`config.mk`:
```
export PLATFORM = sky130hd
export DESIGN_NAME = scs8hd_a21o_bist
export DESIGN_NICKNAME = d
export VERILOG_FILES = /design/src/rtl/scs8hd_bist_pkg.sv /design/src/rtl/scs8hd_bist_vecgen.sv /design/src/rtl/scs8hd_a21o_bist.sv
export SDC_FILE = /design/constraint.sdc
export NUM_CORES = 1
export LEC_CHECK = 0
export CORE_AREA = 2 2 74 76
export CTS_BUF_LIST = sky130_fd_sc_hd__clkbuf_16
export CTS_CLUSTER_SIZE = 12
export DETAILED_ROUTE_END_ITERATION = 8
export DIE_AREA = 0 0 76 78
export RECOVER_POWER = 25
export SETUP_SLACK_MARGIN = 0.3
export SKIP_LAST_GASP = 1
export SYNTH_ARGS = -nofsm -noshare
export SYNTH_HDL_FRONTEND = slang
export SYNTH_HIERARCHICAL = 1
export SYNTH_SLANG_ARGS = --single-unit
```
`constraint.sdc`:
```
create_clock -name CLK -period 2.4 [get_ports CLK]
set_clock_uncertainty 0.2 [all_clocks]
set_input_delay 0.48 -clock CLK [delete_from_list [all_inputs] [get_ports CLK]]
set_output_delay 0.48 -clock CLK [all_outputs]
set_load 0.01 [all_outputs]
```
`src/rtl/scs8hd_bist_pkg.sv`:
```
// Shared definitions for the a21o cell BIST: FSM states, vector space size,
// error counter width and the golden a21o response.
package scs8hd_bist_pkg;

    localparam int unsigned NUM_VEC = 8;
    localparam int unsigned IDX_W   = 3;
    localparam int unsigned ERR_W   = 4;

    typedef enum logic [1:0] {
        ST_IDLE,
        ST_RUN,
        ST_FIN
    } bist_state_t;

    // Vector index bits map to {A1, A2, B1}.
    function automatic logic a21o_expect(input logic [IDX_W-1:0] idx);
        return (idx[2] & idx[1]) | idx[0];
    endfunction

endpackage

```
`src/rtl/scs8hd_bist_vecgen.sv`:
```
// Vector sequencer: settle, vector-index and pass counters, plus the
// sample strobe (window closes) and last strobe (final vector of final pass).
module scs8hd_bist_vecgen
    import scs8hd_bist_pkg::*;
#(
    parameter int unsigned SETTLE_CYCLES = 2,
    parameter int unsigned LOOPS         = 1
) (
    input  logic             i_clk,
    input  logic             i_rst_n,
    input  logic             i_clear,
    input  logic             i_run,
    output logic [IDX_W-1:0] o_idx,
    output logic             o_sample,
    output logic             o_last
);

    localparam logic [3:0]       SETTLE_MAX = 4'(SETTLE_CYCLES);
    localparam logic [7:0]       LOOP_MAX   = 8'(LOOPS - 1);
    localparam logic [IDX_W-1:0] IDX_MAX    = IDX_W'(NUM_VEC - 1);

    logic [3:0]       r_settle;
    logic [IDX_W-1:0] r_idx;
    logic [7:0]       r_loop;

    assign o_idx    = r_idx;
    assign o_sample = i_run && (r_settle == SETTLE_MAX);
    assign o_last   = o_sample && (r_idx == IDX_MAX) && (r_loop == LOOP_MAX);

    always_ff @(posedge i_clk or negedge i_rst_n) begin
        if (!i_rst_n) begin
            r_settle <= '0;
            r_idx    <= '0;
            r_loop   <= '0;
        end else if (i_clear) begin
            r_settle <= '0;
            r_idx    <= '0;
            r_loop   <= '0;
        end else if (o_sample) begin
            // Index wraps 7->0 through natural 3-bit overflow.
            r_settle <= '0;
            r_idx    <= r_idx + 1'b1;
            if (r_idx == IDX_MAX) begin
                r_loop <= r_loop + 1'b1;
            end
        end else if (i_run) begin
            r_settle <= r_settle + 1'b1;
        end
    end

endmodule

```
`src/rtl/scs8hd_a21o_bist.sv`:
```
// BIST controller for an a21o cell: drives all 8 input vectors LOOPS times,
// compares the cell output against the golden response and reports results.
module scs8hd_a21o_bist
    import scs8hd_bist_pkg::*;
#(
    parameter int unsigned SETTLE_CYCLES = 2,
    parameter int unsigned LOOPS         = 1
) (
    input  logic               CLK,
    input  logic               RESET_B,
    input  logic               START,
    input  logic               X_IN,
    output logic               A1,
    output logic               A2,
    output logic               B1,
    output logic               BUSY,
    output logic               DONE,
    output logic               PASS,
    output logic [ERR_W-1:0]   ERR_CNT,
    output logic [NUM_VEC-1:0] FAIL_VEC
`ifdef SC_USE_PG_PIN
    ,
    input  logic               vpwr,
    input  logic               vgnd,
    input  logic               vpb,
    input  logic               vnb
`endif
);

    bist_state_t        r_state;
    logic [IDX_W-1:0]   r_stim;
    logic               r_busy;
    logic               r_done;
    logic               r_pass;
    logic [ERR_W-1:0]   r_err;
    logic [NUM_VEC-1:0] r_fail;

    logic               w_accept;
    logic               w_run;
    logic [IDX_W-1:0]   w_idx;
    logic               w_sample;
    logic               w_last;
    logic               w_mismatch;
    logic [ERR_W-1:0]   w_err_next;

    assign w_accept = (r_state == ST_IDLE) && START;
    assign w_run    = (r_state == ST_RUN);

    scs8hd_bist_vecgen #(
        .SETTLE_CYCLES (SETTLE_CYCLES),
        .LOOPS         (LOOPS)
    ) u_vecgen (
        .i_clk    (CLK),
        .i_rst_n  (RESET_B),
        .i_clear  (w_accept),
        .i_run    (w_run),
        .o_idx    (w_idx),
        .o_sample (w_sample),
        .o_last   (w_last)
    );

    assign w_mismatch = w_sample && (X_IN != a21o_expect(w_idx));
    assign w_err_next = (w_mismatch && (r_err != '1)) ? r_err + 1'b1 : r_err;

    always_ff @(posedge CLK or negedge RESET_B) begin
        if (!RESET_B) begin
            r_state <= ST_IDLE;
            r_stim  <= '0;
            r_busy  <= 1'b0;
            r_done  <= 1'b0;
            r_pass  <= 1'b0;
            r_err   <= '0;
            r_fail  <= '0;
        end else begin
            case (r_state)
                ST_IDLE: begin
                    r_done <= 1'b0;
                    r_stim <= '0;
                    if (START) begin
                        r_state <= ST_RUN;
                        r_busy  <= 1'b1;
                        r_pass  <= 1'b0;
                        r_err   <= '0;
                        r_fail  <= '0;
                    end
                end
                ST_RUN: begin
                    if (w_sample) begin
                        r_err <= w_err_next;
                        if (w_mismatch) begin
                            r_fail[w_idx] <= 1'b1;
                        end
                        // PASS must reflect the final sample, so use the next count.
                        if (w_last) begin
                            r_state <= ST_FIN;
                            r_busy  <= 1'b0;
                            r_done  <= 1'b1;
                            r_pass  <= (w_err_next == '0);
                            r_stim  <= '0;
                        end else begin
                            r_stim <= w_idx + 1'b1;
                        end
                    end
                end
                ST_FIN: begin
                    r_state <= ST_IDLE;
                    r_done  <= 1'b0;
                    r_busy  <= 1'b0;
                    r_stim  <= '0;
                end
                default: begin
                    r_state <= ST_IDLE;
                    r_busy  <= 1'b0;
                    r_done  <= 1'b0;
                    r_stim  <= '0;
                end
            endcase
        end
    end

    assign A1       = r_stim[2];
    assign A2       = r_stim[1];
    assign B1       = r_stim[0];
    assign BUSY     = r_busy;
    assign DONE     = r_done;
    assign PASS     = r_pass;
    assign ERR_CNT  = r_err;
    assign FAIL_VEC = r_fail;

endmodule

```
# After elaboration in Yosys (flattened, before gate mapping)
# Index checks and enable logic that the tools add are counted.
dict set report classes {
  addsub 4
  n_bitwise 3
  eq_ne 9
  n_reduce_logical 20
  mux 36
  magnitude_cmp 2
}
# op n
set ops {}
lappend ops {{2-to-1 mux 8 bit} 6}
lappend ops {{2-to-1 mux 4 bit} 6}
lappend ops {{one-hot mux 8 bit (2 select lines)} 1}
lappend ops {{2-to-1 mux 3 bit} 5}
lappend ops {{2-to-1 mux 1 bit} 10}
lappend ops {{adder 4 x 1 -> 4 bit, second input constant} 2}
lappend ops {{adder 8 x 1 -> 8 bit, second input constant} 1}
lappend ops {{logical NOT 8 bit} 1}
lappend ops {{inequality test 2 bit, second input constant} 4}
lappend ops {{bitwise OR 8 bit} 1}
lappend ops {{one-hot mux 4 bit (2 select lines)} 1}
lappend ops {{AND reduction 4 bit} 2}
lappend ops {{logical AND 1 bit} 7}
lappend ops {{2-to-1 mux 2 bit} 3}
lappend ops {{AND reduction 3 bit} 2}
lappend ops {{nonzero test 2 bit} 3}
lappend ops {{== test 4 x 2 -> 1 bit, second input constant} 1}
lappend ops {{logical NOT 4 bit} 1}
lappend ops {{less-than comparator 3 x 4 -> 1 bit, second input constant} 1}
lappend ops {{inequality test 4 bit, second input constant} 1}
lappend ops {{one-hot mux 1 bit (2 select lines)} 2}
lappend ops {{one-hot mux 2 bit (2 select lines)} 1}
lappend ops {{AND reduction 2 bit} 2}
lappend ops {{adder 3 x 1 -> 3 bit, second input constant} 1}
lappend ops {{other kinds (9)} 9}
dict set report word_totals {
  input_bits 4
  register_bits 35
  output_inout_bits 18
}

# Logic depth before layout (Yosys ltp)
dict set report depth {
  depth_word 10
  depth_mapped 12
  ltp_nobuf 9
}

# Modules after synthesis
# The synthesis kept the hierarchy.
# mod seq_area_each_um2 n_inst area_each_um2 cells_per_inst
set modules_own_cells {}
lappend modules_own_cells {scs8hd_a21o_bist 475.5 1 942.2 98}
lappend modules_own_cells {scs8hd_bist_vecgen 375.4 1 818.3 87}

# Worst setup path after synthesis
# No wires, ideal clock.
dict set report synth_path {
  path_kind {register -> register}
  from {register BUSY (netlist name)}
  to {register r_pass, in the netlist PASS}
  arrival_ns 2.253
  path_slack_ns -0.148
  setup_ns 0.095
  path_stages_with_launch 11
  path_cell_list {dfrtp_1 -> nand2b_1 -> clkbuf_1 -> inv_1 -> nand4bb_1 -> buf_2 -> clkbuf_1 -> nor3_1 -> nand2_1 -> or3_1 -> o31ai_1}
}
# item line
set synth_rtl {}
lappend synth_rtl {{to (signal assigned)} scs8hd_a21o_bist.sv:98} ;# r_pass <= (w_err_next == '0);
lappend synth_rtl {{to (decl)} scs8hd_a21o_bist.sv:34} ;# logic r_pass;

# Final worst setup path
dict set report layout_path {
  from {register u_vecgen.r_settle[0]}
  to {register r_err[1], in the netlist ERR_CNT[1]}
}
dict set report layout_between {
  elab_chain_len 7
}
# item line
set layout_rtl {}
lappend layout_rtl {{from (decl)} scs8hd_bist_vecgen.sv:22} ;# logic [3:0] r_settle;
lappend layout_rtl {{from (signal assigned)} scs8hd_bist_vecgen.sv:47} ;# r_settle <= r_settle + 1'b1;
lappend layout_rtl {{== test 4 x 2 -> 1 bit *} scs8hd_bist_vecgen.sv:27} ;# assign o_sample = i_run && (r_settle == SETTLE_MAX);
lappend layout_rtl {{logical AND 1 bit *} scs8hd_bist_vecgen.sv:27}
lappend layout_rtl {{named net w_sample} scs8hd_a21o_bist.sv:41} ;# logic w_sample;
lappend layout_rtl {{logical AND 1 bit} scs8hd_a21o_bist.sv:62} ;# assign w_mismatch = w_sample && (X_IN != a21o_expect(w_idx));
lappend layout_rtl {{logical AND 1 bit} scs8hd_a21o_bist.sv:63} ;# assign w_err_next = (w_mismatch && (r_err != '1)) ? r_err + 1'b1 : r_err;
lappend layout_rtl {{2-to-1 mux 4 bit} scs8hd_a21o_bist.sv:63}
lappend layout_rtl {{2-to-1 mux 4 bit} scs8hd_a21o_bist.sv:88} ;# if (w_sample) begin
lappend layout_rtl {{one-hot mux 4 bit (2 select lines)} scs8hd_a21o_bist.sv:75} ;# case (r_state)
lappend layout_rtl {{to (signal assigned)} scs8hd_a21o_bist.sv:89} ;# r_err <= w_err_next;
lappend layout_rtl {{to (decl)} scs8hd_a21o_bist.sv:35} ;# logic [ERR_W-1:0] r_err;
# The timed path passes the listed nets; every way through them passes the cells marked *. The select of a mux whose other input is x is not followed.
# A chain may end at the register's enable or synchronous reset.

==> summary.md <==
| Metric | Value |
|---|---|
| YS warnings | `6` |
| H-Tree Depth | `2` |
| # rows | `26` |
| Seq/Total Area, Yosys | `48.33%` |
| Nets | `about 240` |
| Yosys cell types | `37` |
| VDD IR-drop max | `0.0004955 V` |
| CTS Buf Count | `5` |
| Die Wd | `76 um` |
| Drt first pass iters | `6` |
| Max Transition Viols Final | `0` |
| Worst Hold Class | `reg -> reg` |
| Fmax | `0.4908 GHz` |
| Die ar. | `0.005928 mm^2` |
| Setup_tns | `0 ns` |
| Initial antenna violation count | `0` |
| PwrDens | `1002 mW/mm^2` |
| DP HPWL | `around 2700 um` |
| First-pass GRT wire length | `roughly 6900 um` |
| Starting Density | `34.91%` |
| Unrepaired setup endpoints after global routing | `yes` |
| Vias in the first global route | `1474` |
| Synthesis-to-layout area growth | `38.59%` |
| Crit Path Class | `reg -> reg` |
| CP Capture Type | `flip-flop` |
| Leak Pwr | `~0.0011 uW` |
| Overall fraction of global-route tracks in use | `14.63%` |
| Worst-path fanout max | `7` |
| Post-route ant nets | `0` |
| Minimum clock period | `2.038 ns` |
| Status | `finished, final reports clean` |
| Highest-delay cell along the critical path | `dfrtp_1` |
| Initial drt markers | `58` |
| Post-layout util | `48.39%` |
| Core ar. | `between 0.005 and 0.006 mm^2` |
| Async set-reset flop share out of synthesis | `between 90% and 100%` |
| Largest net degree at the start of global routing | `35` |
| Wire length per cell | `13.83 um` |
| CTS root buf | `clkbuf_16` |
| Clock sink total | `34` |
| EDFF count, synth | `0` |
| Cts hold-fix bufs | `0` |
| WP data arrival | `approximately 2 ns` |
| Diodes inserted | `0` |
| Vias | `about 1500` |
| Max-cap violations | `0` |
| Final GP Congestion | `0.7314` |
| Worst-Skew Late Latency | `approximately 0.28 ns` |
| I/O Buffers | `21` |
| Critical path cell sequence | `inv_2 -> ha_4 -> nand4bb_4 -> clkinv_4 -> nand3b_1 -> nand2b_1 -> o21ai_1 -> a32o_1` |
| Critical path's largest stage delay | `0.42 ns` |
| Worst Path Required | `about 2.4 ns` |
| DR vias/cell | `5.081` |
| Worst path top cell family by delay | `simple AND/OR/NAND/NOR gates` |
| Top_reg_cell synth | `dfrtp_1` |
| Max clock buf depth | `2` |
| Die Ht | `between 70 and 80 um` |
| Fin crit share | `84.90%` |
| Layout cells sized above 1 | `22.37%` |
| Worst-path clk slew | `roughly 0.05 ns` |
| Final setup fails | `0` |
| Post-Syn Area | `0.001760 mm^2` |
| # IOs | `22` |
| Buffers plus inverters on the worst setup path | `2` |
| Syn nets | `197` |
| Avg Synthesized Cell Area | `9.516 um^2` |
| Post-synthesis cell count | `185` |
| DRC Markers | `0` |
| Measured slew at the worst slew-check pin | `0.8297 ns` |
| TritonCTS clock tree | `yes` |
| Worst setup SP type | `flip-flop` |
| Final Hold Viols | `0` |
| Congestion Overflow GR | `0` |
| Yosys reg bits | `34` |
| Total wire length | `a little over 4000 um` |
| Rel. slew slack | `44.68%` |
cells by family after synthesis:
group / share of synthesized area (%)
simple gates: 22.60
fa+ha+maj: 5.686
buf+inv: 3.766
flops: 48.33
xor+xnor: 3.412
compound gates: 13.79
mux: 2.416
power breakdown:
part	switching [uW]	total, uW	internal, uW	leakage (uW)
registers	124	846	722	0.000447
logic	500	995	495	0.000567
clock network	230	604	374	0.0000724
total	854	2450	1590	0.00109
cells in the final DEF (no fill, tap or decap), types with 2 or more instances in the layout:
cell type,netlist,layout
dfrtp_1,34,31
nor2_1,23,22
buf_4,0,21
clkdlybuf4s50_1,0,20
a21oi_1,19,19
nand2_1,11,10
nand3_1,8,8
a31oi_1,7,7
ha_1,8,6
nor3_1,6,5
clkbuf_16,0,5
nand2b_1,5,4
inv_1,6,4
nor2b_1,4,4
nand4_1,4,4
dfrtp_2,0,3
a21o_1,3,3
nand3b_1,3,3
xnor2_1,3,3
o31ai_1,4,3
or4_1,3,3
o21ai_0,5,3
mux2i_1,2,2
and3_1,2,2
inv_2,0,2
xor2_1,2,2
mux2_2,2,2
ha_4,0,2
registers in the layout, summed over array words and instances (netlist names):
register,cells
FAIL_VEC,8
u_vecgen/r_loop,8
ERR_CNT,4
u_vecgen/r_settle,4
r_stim,3
u_vecgen/o_idx,3
BUSY,1
DONE,1
PASS,1
r_state,1
worst paths after layout:
check,start,cells after the start,to,slack (ns)
max reg2reg,u_vecgen/r_settle[0],8,ERR_CNT[1],0.36
min in group asynchronous,RESET_B,2,u_vecgen/r_settle[2],0.63
min,FAIL_VEC[6],2,FAIL_VEC[6],0.29
max in group asynchronous,RESET_B,2,u_vecgen/r_loop[1],0.79
min reg2reg,FAIL_VEC[6],2,FAIL_VEC[6],0.29
max,u_vecgen/r_settle[0],8,ERR_CNT[1],0.36
metrics by stage:
stage	total power [uW]	cells	hold slack [ns]	setup WS [ns]	cell area, um^2
after floorplan	1386	185	-0.01559	0.2306	1808
after global placement	1693	281	0.2879	0.2142	2137
after detailed placement	1707	281	0.2863	0.1696	2137
after CTS	2366	291	0.2980	0.3043	2307
after global routing	2635	298	0.3274	0.2497	2440
final	2445	298	0.2919	0.3624	2440
per-layer routing:
layer / global-route usage, % / wire length, um / part of all wire [%] / vias up
li1: - / - / - / 739
met1: 18.41 / 1880 / 46 / 741
met4: 6.000 / 73 / 1.8 / 0
met2: 23.66 / 2015 / 49 / 28
met3: 4.302 / 152 / 3.7 / 6
met5: 0 / 0 / 0 / -
worst min-delay path: stages, from the launching register on:
cell     delay, ns
dfrtp_1       0.33
a21oi_1       0.04
nor2_1        0.07
area by class of cell:
| type | count | area, um^2 |
|---|---|---|
| Clock inverter | 3 | 12.51 |
| Inverter | 7 | 36.28 |
| Timing Repair Buffer | 43 | 372.9 |
| Clock buffer | 5 | 125.1 |
| Fill cell | 487 | 2603 |
| Multi-Input combinational cell | 136 | 950.9 |
| Sequential cell | 34 | 854.6 |
| Tap cell | 70 | 87.58 |
cells in the mapped netlist, drive strengths merged, types with 2 or more instances:
master / instances / share of area, %
a21oi: 20 / 5.9
nor3: 6 / 1.7
a31oi: 7 / 2.5
nand2: 11 / 2.3
nand4: 4 / 1.4
nand3b: 3 / 1.3
and3: 2 / 0.71
nand2b: 5 / 1.8
o21ai: 5 / 1.4
buf: 2 / 0.92
a21o: 3 / 1.3
or3: 2 / 0.71
inv: 6 / 1.3
nor2b: 4 / 1.4
nor2: 23 / 4.9
mux2i: 2 / 1.1
nand3: 8 / 2.3
ha: 8 / 5.7
or4: 3 / 1.3
nor3b: 2 / 0.85
xnor2: 4 / 2.4
o31ai: 4 / 1.7
dfrtp: 34 / 48
mux2: 2 / 1.3
xor2: 2 / 1.0
clkbuf: 6 / 1.4
what timing repair did:
| action | in CTS | in global routing |
|---|---|---|
| endpoints found under the setup margin | 16 | 17 |
| pin swaps | 2 | 8 |
| endpoints found under the hold margin | 0 | 0 |
| buffers inserted | 2 | 7 |
| gates resized for setup | 4 | 20 |
No activity file was read; power rests on OpenSTA's default activity.
